`config.mk`:
```
export PLATFORM = sky130hd
export DESIGN_NAME = pingpong_blockbuf
export DESIGN_NICKNAME = d
export VERILOG_FILES = /design/src/rtl/pingpong_pkg.sv /design/src/rtl/blockbuf_bank.sv /design/src/rtl/pingpong_blockbuf.sv
export SDC_FILE = /design/constraint.sdc
export NUM_CORES = 1
export LEC_CHECK = 0
export ABC_AREA = 1
export CORE_MARGIN = 5
export CORE_UTILIZATION = 62
export CTS_BUF_LIST = sky130_fd_sc_hd__clkbuf_2 sky130_fd_sc_hd__clkbuf_4 sky130_fd_sc_hd__clkbuf_8
export DETAILED_ROUTE_END_ITERATION = 8
export GPL_TIMING_DRIVEN = 0
export PLACE_DENSITY = 0.88
export SLEW_MARGIN = 40
export SYNTH_ARGS = -nofsm -noshare
export SYNTH_HDL_FRONTEND = slang
export SYNTH_SLANG_ARGS = --single-unit
```
`constraint.sdc`:
```
create_clock -name clk -period 2 [get_ports clk]
set_input_delay 0.5 -clock clk [delete_from_list [all_inputs] [get_ports clk]]
set_output_delay 0.5 -clock clk [all_outputs]
set_load 0.02 [all_outputs]
```
`src/rtl/pingpong_pkg.sv`:
```
// Shared types and helpers for the ping-pong block buffer.
package pingpong_pkg;

  typedef enum logic {
    FREE = 1'b0,
    FULL = 1'b1
  } bank_state_t;

  localparam int NBANKS = 2;

  function automatic logic next_bank(input logic b);
    return ~b;
  endfunction

endpackage

```
`src/rtl/blockbuf_bank.sv`:
```
// One storage bank: synchronous write port, registered random-read port.
// Reads beyond the last word return zero so a non-power-of-two LEN never
// exposes a nonexistent location.
module blockbuf_bank
  import pingpong_pkg::*;
#(
  parameter int LEN = 8,
  parameter int WID = 8,
  localparam int AW = $clog2(LEN)
) (
  input  logic           clk,
  input  logic           reset,
  input  logic           flush,
  input  logic           wr_en,
  input  logic [AW-1:0]  wr_addr,
  input  logic [WID-1:0] wr_data,
  input  logic [AW-1:0]  rd_addr,
  output logic [WID-1:0] rd_data
);

  localparam logic [AW:0] LEN_W = (AW+1)'(LEN);

  logic [WID-1:0] mem [LEN];
  logic [WID-1:0] rd_data_d;
  logic [WID-1:0] rd_data_q;

  // Storage is never cleared; only the write port touches it.
  always_ff @(posedge clk) begin
    if (wr_en) mem[wr_addr] <= wr_data;
  end

  // Range-checked read lookup.
  always_comb begin
    rd_data_d = '0;
    if ({1'b0, rd_addr} < LEN_W) rd_data_d = mem[rd_addr];
  end

  // Read register, cleared by reset and by flush.
  always_ff @(posedge clk or posedge reset) begin
    if (reset)      rd_data_q <= '0;
    else if (flush) rd_data_q <= '0;
    else            rd_data_q <= rd_data_d;
  end

  assign rd_data = rd_data_q;

endmodule

```
`src/rtl/pingpong_blockbuf.sv`:
```
// Double-buffered block buffer: the writer fills one bank sequentially while
// the consumer randomly reads the other, completed bank and frees it with an
// explicit release pulse.
module pingpong_blockbuf
  import pingpong_pkg::*;
#(
  parameter int LEN = 8,
  parameter int WID = 8,
  localparam int AW = $clog2(LEN)
) (
  input  logic           clk,
  input  logic           reset,
  input  logic           flush,
  input  logic           wr_valid,
  input  logic [WID-1:0] wr_data,
  output logic           wr_ready,
  output logic [AW:0]    wr_count,
  output logic           rd_valid,
  output logic           rd_bank,
  input  logic [AW-1:0]  rd_addr,
  output logic [WID-1:0] rd_data,
  input  logic           rd_release,
  output logic           overflow
);

  localparam logic [AW:0] LAST = (AW+1)'(LEN - 1);

  logic        wbank_q, wbank_d;
  logic        rbank_q, rbank_d;
  logic        rd_sel_q, rd_sel_d;
  logic        overflow_q, overflow_d;
  logic [AW:0] wr_count_q, wr_count_d;
  bank_state_t state_q [NBANKS];
  bank_state_t state_d [NBANKS];

  logic           wr_fire;
  logic           rel_fire;
  logic [WID-1:0] bank_rd [NBANKS];

  assign wr_ready = (state_q[wbank_q] == FREE);
  assign rd_valid = (state_q[rbank_q] == FULL);
  assign wr_fire  = wr_valid & wr_ready;
  assign rel_fire = rd_release & rd_valid;

  // Next-state for pointers, bank states, fill count and the overflow flag.
  // A completing write and a release can coincide; they always hit different
  // banks, so both updates are applied independently.
  always_comb begin
    wbank_d    = wbank_q;
    rbank_d    = rbank_q;
    state_d    = state_q;
    wr_count_d = wr_count_q;
    overflow_d = overflow_q;
    rd_sel_d   = rbank_q;
    if (flush) begin
      wbank_d    = 1'b0;
      rbank_d    = 1'b0;
      state_d[0] = FREE;
      state_d[1] = FREE;
      wr_count_d = '0;
      overflow_d = 1'b0;
      rd_sel_d   = 1'b0;
    end else begin
      if (wr_fire) begin
        if (wr_count_q == LAST) begin
          state_d[wbank_q] = FULL;
          wr_count_d       = '0;
          wbank_d          = next_bank(wbank_q);
        end else begin
          wr_count_d = wr_count_q + (AW+1)'(1);
        end
      end
      if (rel_fire) begin
        state_d[rbank_q] = FREE;
        rbank_d          = next_bank(rbank_q);
      end
      if (wr_valid && !wr_ready) overflow_d = 1'b1;
    end
  end

  // Control state registers.
  always_ff @(posedge clk or posedge reset) begin
    if (reset) begin
      wbank_q    <= 1'b0;
      rbank_q    <= 1'b0;
      rd_sel_q   <= 1'b0;
      overflow_q <= 1'b0;
      wr_count_q <= '0;
      state_q[0] <= FREE;
      state_q[1] <= FREE;
    end else begin
      wbank_q    <= wbank_d;
      rbank_q    <= rbank_d;
      rd_sel_q   <= rd_sel_d;
      overflow_q <= overflow_d;
      wr_count_q <= wr_count_d;
      state_q    <= state_d;
    end
  end

  for (genvar b = 0; b < NBANKS; b++) begin : g_bank
    blockbuf_bank #(
      .LEN(LEN),
      .WID(WID)
    ) u_bank (
      .clk    (clk),
      .reset  (reset),
      .flush  (flush),
      .wr_en  (wr_fire & ~flush & (wbank_q == 1'(b))),
      .wr_addr(wr_count_q[AW-1:0]),
      .wr_data(wr_data),
      .rd_addr(rd_addr),
      .rd_data(bank_rd[b])
    );
  end

  // rd_sel_q remembers which bank was readable when the read was sampled.
  assign rd_data  = rd_sel_q ? bank_rd[1] : bank_rd[0];
  assign rd_bank  = rbank_q;
  assign wr_count = wr_count_q;
  assign overflow = overflow_q;

endmodule
```
==> Word level (Yosys, flattened, before mapping) <==
Memory sizes are Yosys's and may differ from the RTL's.
Cells that the tools add are included.
{ "totals": {"regBits": 26, "ram_bits": 128, "input_bits": 16, "output_inout_bits": 16, "elab_cells": 72, "mem_count": 2} }
{ "mem_list": {"columns": ["name", "words", "word_bits", "read_ports", "rd_ports_with_merged_regs", "wr", "line_no", "rtl"], "rows": [
  ["g_bank[0].u_bank.mem", 8, 8, 1, 0, 1, "blockbuf_bank.sv:23", "logic [WID-1:0] mem [LEN];"],
  ["g_bank[1].u_bank.mem", 8, 8, 1, 0, 1, "blockbuf_bank.sv:23", null]
]} }
{ "classes": {"add_sub_neg": 1, "magnitude_cmp": 4, "eq_ne": 1, "n_mux": 33, "bitwise": 14, "n_reduce_logical": 8} }
{ "op_table": {"columns": ["operator", "count"], "rows": [
  ["$mux 8", 3],
  ["$mux 1", 20],
  ["$mux 4", 3],
  ["$mux 2", 5],
  ["$reduce_bool 2->1", 4],
  ["$and 1x1->1", 5],
  ["$add 4x1->4 const B", 1],
  ["$eq 4x3->1 const B", 1],
  ["$ge 2x2->1 const B", 2],
  ["$lt 2x1->1 const B", 2],
  ["$not 1->1", 4],
  ["$not 1->2", 2],
  ["$logic_and 1x1->1", 3],
  ["$and 2x2->2", 1],
  ["$demux 1 s1", 2],
  ["$not 2->2", 1],
  ["$or 2x2->2", 1],
  ["$reduce_and 2->1", 1]
]} }

==> Longest topological paths before layout <==
Gate-level depths: netlist (run 1).
{ "depth": {"word_depth": 12, "mapped_depth": 8, "ltp_nobuf": 7} }

==> Cells and area by module <==
A second synthesis (run 1) with hierarchy kept.
{ "hier_totals": {"hier_cells": 692, "area_unflattened_um2": 6835.3} }
{ "modules_own_cells": {"columns": ["mod", "instances", "cells_per_inst", "area_per_inst_um2", "seq_area_each_um2"], "rows": [
  ["blockbuf_bank", 2, 305, 3098.0, 2122.0],
  ["pingpong_blockbuf", 1, 82, 639.4, 250.2]
]} }

==> Worst setup path after synthesis (run 1) <==
No wires, ideal clock.
{ "synth_timing": {"path_kind": "reg2reg", "from": "register wbank_q", "to": "memory g_bank[1].u_bank.mem[0][0], enable pin", "setup_ns": 0.370, "arrival_time_ns": 1.309, "required_ns": 1.630, "setup_slack_ns": 0.321, "stages_incl_launch_ff": 7, "path_buffers": 0, "synth_period_minus_slack_ns": 1.679, "path_cell_list": "dfrtp_1 -> inv_2 -> nand2_2 -> nand3_4 -> nor2_8 -> nand2_4 -> nor2_1"} }
{ "synth_via": {"elab_chain_cells": 10} }
{ "synth_rtl": {"columns": ["element", "line_no", "rtl"], "rows": [
  ["from (decl)", "pingpong_blockbuf.sv:28", "logic wbank_q, wbank_d;"],
  ["from (signal assigned)", "pingpong_blockbuf.sv:92", "wbank_q <= wbank_d;"],
  ["$not 1->2 (implied by the code)", "pingpong_blockbuf.sv:40", "assign wr_ready = (state_q[wbank_q] == FREE);"],
  ["$mux 1 (implied by the code) (3 in series)", "pingpong_blockbuf.sv:40", null],
  ["$not 1->1", "pingpong_blockbuf.sv:40", null],
  ["$and 1x1->1", "pingpong_blockbuf.sv:42", "assign wr_fire = wr_valid & wr_ready;"],
  ["$and 1x1->1", "pingpong_blockbuf.sv:109", ".wr_en (wr_fire & ~flush & (wbank_q == 1'(b))),"],
  ["$and 1x1->1 *", "pingpong_blockbuf.sv:109", null],
  ["$mux 1 *", "blockbuf_bank.sv:29", "if (wr_en) mem[wr_addr] <= wr_data;"],
  ["$mux 1 (implied by the code) *", "blockbuf_bank.sv:29", null],
  ["to (decl)", "blockbuf_bank.sv:23", null]
]} }
Every way passes the cells marked *; elsewhere a longest branch is shown, timed or not. The select of a mux whose other input is x is not followed.

==> Worst setup path after layout (run 1) <==
{ "layout_timing": {"from": "register rd_sel_q", "to": "output rd_data[1]"} }
{ "layout_via": {"elab_chain_cells": 1} }
{ "layout_rtl": {"columns": ["element", "line_no", "rtl"], "rows": [
  ["from (decl)", "pingpong_blockbuf.sv:30", "logic rd_sel_q, rd_sel_d;"],
  ["from (signal assigned)", "pingpong_blockbuf.sv:94", "rd_sel_q <= rd_sel_d;"],
  ["$mux 8", "pingpong_blockbuf.sv:118", "assign rd_data = rd_sel_q ? bank_rd[1] : bank_rd[0];"],
  ["to (decl)", "pingpong_blockbuf.sv:21", "output logic [WID-1:0] rd_data,"]
]} }
No other way between the ends.

==> results.yml, run 1 <==
run_status:
  status: "finished, violations left"
  violations: "setup timing"
routing:
  postRouteAntennaNets: 0
  wl_per_cell_um: 18.5
  totalWireLength_mm: 15.9
  via_per_inst: 5.69
  drtIter0Drc: 730
  dr.pass1.iters: 6
  num_vias: 4893
  drc_errors: 0
timing:
  period_needed_ps: 2040
  whs_ps: 421
  tightest_slew_ps: 819
  fmax_mhz: 491
  hold_violations: 0
  clock-skew-final_ps: 13.1
  worst_slack_ps: -36.9
  rsz0062_at_grt: "yes"
  fin_tns_setup_ps: -230
  finalSetupViolCount: 8
  slew_headroom_pct: 45.3
  slew_viol_final: 0
  period_share_pct: 102
placed_design:
  port_buffers: 30
  hpwl_mm: 10.3
  place_area_mm2: 0.00710
  post-place-cells: 823
  gp_congestion: 0.897
run:
  maxCapViolations: 0
critical_path:
  path_class: "reg2out"
  setup.worst_path.start_class: "register"
  slowest_stage: "dfrtp_2"
  slowest_delay_ps: 490
  worstReg2RegEnd: "g_bank[0].u_bank.mem[0][5]"
  cp_max_fo: 5
  cp.required_ps: 1500
  endpoint_kind: "output port"
  crit_chain: "buf_6, mux2_4, buf_6"
  r2r_start: "wr_count[2]"
  r2r_setup_slack_ps: 160
  r2r_cells: 4
  cp_common_cell: "buf_6"
  worst_ep_arrival_time_ps: 1540
synth:
  syn_area_mm2: 0.00663
  synth_common_cells: "nand2_1 (208), edfxtp_1 (128), inv_1 (109), nand3_1 (78), nor2_1 (52)"
  synth_area_leader_cell: "edfxtp_1"
  synthTopCellsByArea: "edfxtp_1 (58%), nand2_1 (12%), dfrtp_1 (9.8%)"
  synth_cell_type_count: 22
  yosysMostFrequentCell: "nand2_1"
  ys_warn_count: 0
  syn_area_per_cell_um2: 10.1
  synth_edf_count: 128
  synthArstFlopShare_pct: 16.9
  synth_ff_type: "edfxtp_1"
  synth-seq-cells: 154
  syn_nets: 674
  syn_inst: 657
  synth.top_cell.area_share_pct: 58.0
  yosysSeqAreaShare_pct: 67.8
clocking:
  clockBufferDepth: 2
  numCtsBuffers: 17
  cts_root_buf: "clkbuf_8"
  cts_tree: "yes"
  path_clk_slew_ps: 80
  h-tree-depth: 4
  cts_hold_buf: 0
  clock-sinks: 154
  clk_latency_ps: 450
grt:
  grt_pass1_wl_mm: 24.9
  grt_pass1_vias: 4704
  antenna_found_initial: 0
  grt_max_degree: 27
  grt_overflow: 0
  grtUsageTotal_pct: 25.9
layout:
  nets: 728
  fin_area_mm2: 0.00767
  area_growth_pct: 15.6
  diodes: 0
  drive_gt1_share_pct: 12.7
  instances_no_fill: 860
  fin_util_pct: 73.9
floorplanning:
  pin_count: 32
  fp.dieH_um: 113
  start_util_pct: 63.9
  rows: 37
  coreArea_mm2: 0.0104
  die_area_mm2: 0.0129
  die_w_um: 113
power_and_ir_drop:
  power.leakage_nw: 3.43
  ir_drop_uv: 625
  power_density_mw_per_mm2: 853
min_path:
  hold_class: "in2async"
## report_power, final
part           switching, W  internal (W)
logic              0.000332      0.000153
clock network       0.00112       0.00139
registers         0.0000214       0.00352
total               0.00147       0.00507
## critical path: cells and delay by family (launching register included)
family                 cells  cell delay, ps
DFF                        1             490
muxes                      1             310
buffers and inverters      2             280
## placed cells by master (no fill, tap or decap), drive strengths merged
master         count
ha                 1
and2               1
inv              111
dlymetal6s2s       2
dfrtp             26
o21ai              4
nand3             79
a21oi              5
dlygate4sd2        2
clkdlybuf4s50     16
edfxtp           128
nor2              54
mux2               8
bufinv             4
nand2            211
nand4              2
clkinv             5
clkbuf            36
buf               26
clkinvlp           3
## final cells by class
| class | count | area, µm² |
|---|---|---|
| clock inverters | 12 | 174 |
| inverters | 111 | 417 |
| clock buffers | 20 | 256 |
| repair buffers | 36 | 367 |
| flip-flops and latches | 154 | 4500 |
| well taps | 136 | 170 |
| fillers | 636 | 2700 |
| multi-input cells | 365 | 1680 |
| plain buffers | 26 | 110 |
## state kept, by name, summed over array words and instances, names as in the netlist
| signal | count |
|---|---|
| g_bank.u_bank.mem | 128 |
| g_bank.u_bank.rd_data | 16 |
| overflow | 1 |
| rd_bank | 1 |
| rd_sel_q | 1 |
| state_q | 2 |
| wbank_q | 1 |
| wr_count | 4 |
## cell families (layout without fill, tap and decap cells)
logic type,count (synthesis),count (layout),synth area share (%)
buffers and inverters,138,205,8.00
flip-flops,154,154,67.8
multiplexers,8,8,1.36
adder cells (fa/ha/maj),1,1,0.189
AND/OR/NAND/NOR,347,347,22.0
AO/OA/AOI/OAI,9,9,0.679
## repair_timing
item	4_1_cts	5_1_grt
buffers inserted	7	0
gates resized for setup	54	36
endpoints found under the hold margin	0	0
setup endpoints to repair	108	84
## metrics by stage
stage	setup WS [ps]	power, W
6_report	-36.9	0.00654
4_1_cts	-105	0.00650
3_3_place_gp	-465	0.00404
5_1_grt	-73.2	0.00673
3_5_place_dp	-504	0.00406
2_1_floorplan	321	0.00385
## metal layers
layer / GRT usage (%) / routed length, µm
met4: 10.5 / 476
met5: 0 / 0
met1: 34.1 / 5800
met2: 41.9 / 7780
met3: 6.15 / 1860
## how the worst max path moves through the flow
stage | to | start | cells after the start
global placement | g_bank[0].u_bank.mem[5][2] | wr_valid | 5
finish | rd_data[1] | rd_sel_q | 3
detailed placement | g_bank[0].u_bank.mem[3][5] | wr_valid | 5
floorplan | g_bank[1].u_bank.mem[0][0] | wbank_q | 6
CTS | rd_data[7] | rd_sel_q | 4
global route | rd_data[5] | rd_sel_q | 3
Note: power is estimated with default switching activity, not from simulation.
==> run 2, diff against run 1 <==
==> constraint.sdc (replaced) <==
create_clock -name clk -period 2 [get_ports clk]
set_input_delay 0.2 -clock clk [delete_from_list [all_inputs] [get_ports clk]]
set_output_delay 0.2 -clock clk [all_outputs]
set_load 0.02 [all_outputs]
==> results.yml, run 2 (synthesized netlist as in run 1, its figures left out) <==
placed_design:
  gp_congestion: 0.897
  port_buffers: 30
  hpwl_mm: 10.3
  place_area_mm2: 0.00710
  post-place-cells: 823
clocking:
  cts_tree: "yes"
  h-tree-depth: 4
  path_clk_slew_ps: 80
  cts_root_buf: "clkbuf_8"
  numCtsBuffers: 17
  clockBufferDepth: 2
  cts_hold_buf: 0
  clock-sinks: 154
  clk_latency_ps: 450
grt:
  grt_pass1_vias: 4647
  antenna_found_initial: 0
  grt_overflow: 0
  grt_max_degree: 27
  grtUsageTotal_pct: 25.5
  grt_pass1_wl_mm: 24.4
routing:
  dr.pass1.iters: 7
  postRouteAntennaNets: 0
  drtIter0Drc: 652
  via_per_inst: 5.62
  totalWireLength_mm: 15.6
  drc_errors: 0
  wl_per_cell_um: 18.2
  num_vias: 4810
floorplanning:
  die_area_mm2: 0.0129
  die_w_um: 113
  fp.dieH_um: 113
  pin_count: 32
  rows: 37
  coreArea_mm2: 0.0104
  start_util_pct: 63.9
layout:
  fin_util_pct: 73.0
  top_register: "g_bank.u_bank.mem"
  instances_no_fill: 856
  diodes: 0
  layout_common_cells: "nand2_1 (208), edfxtp_1 (128), inv_1 (108)"
  drive_gt1_share_pct: 10.3
  area_growth_pct: 14.1
  fin_area_mm2: 0.00757
  fill_cells: 659
  largest_reg_flops: 128
  multiInputGateArea_mm2: 0.00164
  nets: 724
  mostFrequentLayoutCell: "nand2_1"
  seq_area_mm2: 0.00450
timing:
  slew_headroom_pct: 43.8
  slew_viol_final: 0
  clock-skew-final_ps: 12.6
  fmax_mhz: 481
  tightest_slew_ps: 839
  worst_slack_ps: -80.1
  finalSetupViolCount: 8
  period_needed_ps: 2080
  rsz0062_at_grt: "yes"
  period_share_pct: 104
  hold_violations: 0
critical_path:
  cp.required_ps: 2080
  worst_ep_arrival_time_ps: 2160
  setup.worst_path.start_class: "register"
  crit_family: "simple AND/OR/NAND/NOR gates"
  slowest_stage: "nor2_1"
  slowest_delay_ps: 660
  cp_max_fo: 8
  worstPathBufferInverterCount: 0
  path_class: "reg2reg"
  endpoint_kind: "register"
  crit_chain: "nand2_1, nand3_4, nor2_8, nand2_4, nor2_1"
run_status:
  violations: "setup timing"
  status: "finished, violations left"
min_path:
  hold_class: "in2async"
run:
  maxCapViolations: 0
power_and_ir_drop:
  ir_drop_uv: 626
  power_density_mw_per_mm2: 861
  power.leakage_nw: 3.36
==> run 2: per-layer routing <==
metal,global-route usage [%],part of all wire [%],vias up
li1,-,-,2184
met1,34.0,39,2251
met2,41.1,47,326
met3,4.88,10,49
met4,11.8,3.7,0
met5,0,0,-
==> run 2: worst reg2reg max path, delay by kind of cell, from the launching register on <==
kind | cells | cell delay [ps]
AND/OR/NAND/NOR | 5 | 1230
flip-flops | 1 | 470
==> run 2: timing repair <==
item,in CTS,in global routing
setup buffers,2,0
gates resized for setup,15,9
pin swaps,0,0
setup endpoints to repair,105,97
==> run 2: path summary, 6_finish.rpt <==
kind                       startpoint                           to  slack (ps)  cells past startpoint
max                           wbank_q   g_bank[0].u_bank.mem[4][1]         -80                      5
min                             reset                   state_q[1]         120                      2
max reg2reg                   wbank_q   g_bank[0].u_bank.mem[4][1]         -80                      5
min reg2reg                  overflow                     overflow         530                      2
max in group asynchronous       reset                      wbank_q        1500                      2
min in group clk           rd_addr[1]  g_bank[1].u_bank.rd_data[7]         240                      5
==> run 2: power by group <==
group          total [W]  internal [W]  switching [W]  leakage (nW)
clock network    0.00251       0.00139        0.00112         0.211
logic           0.000463      0.000136       0.000327          1.66
registers        0.00354       0.00352      0.0000199          1.49
==> run 2: layout make-up <==
class / instances / area share, %
Multi-Input combinational cell: 365 / 21.6
Sequential cell: 154 / 59.4
Clock inverter: 12 / 2.30
Tap cell: 136 / 2.25
Timing Repair Buffer: 32 / 4.05
Inverter: 111 / 5.51
Buffer: 26 / 1.46
Clock buffer: 20 / 3.39
==> run 2: per-stage QoR <==
step	worst slack [ps]	hold WS, ps	power (W)	TNS (ps)
floorplan	321	240	0.00385	0
global placement	-165	485	0.00404	-12400
detailed placement	-204	511	0.00406	-19010
CTS	-13.8	126	0.00650	-146
global route	-123	160	0.00670	-2640
finish	-80.1	116	0.00651	-620
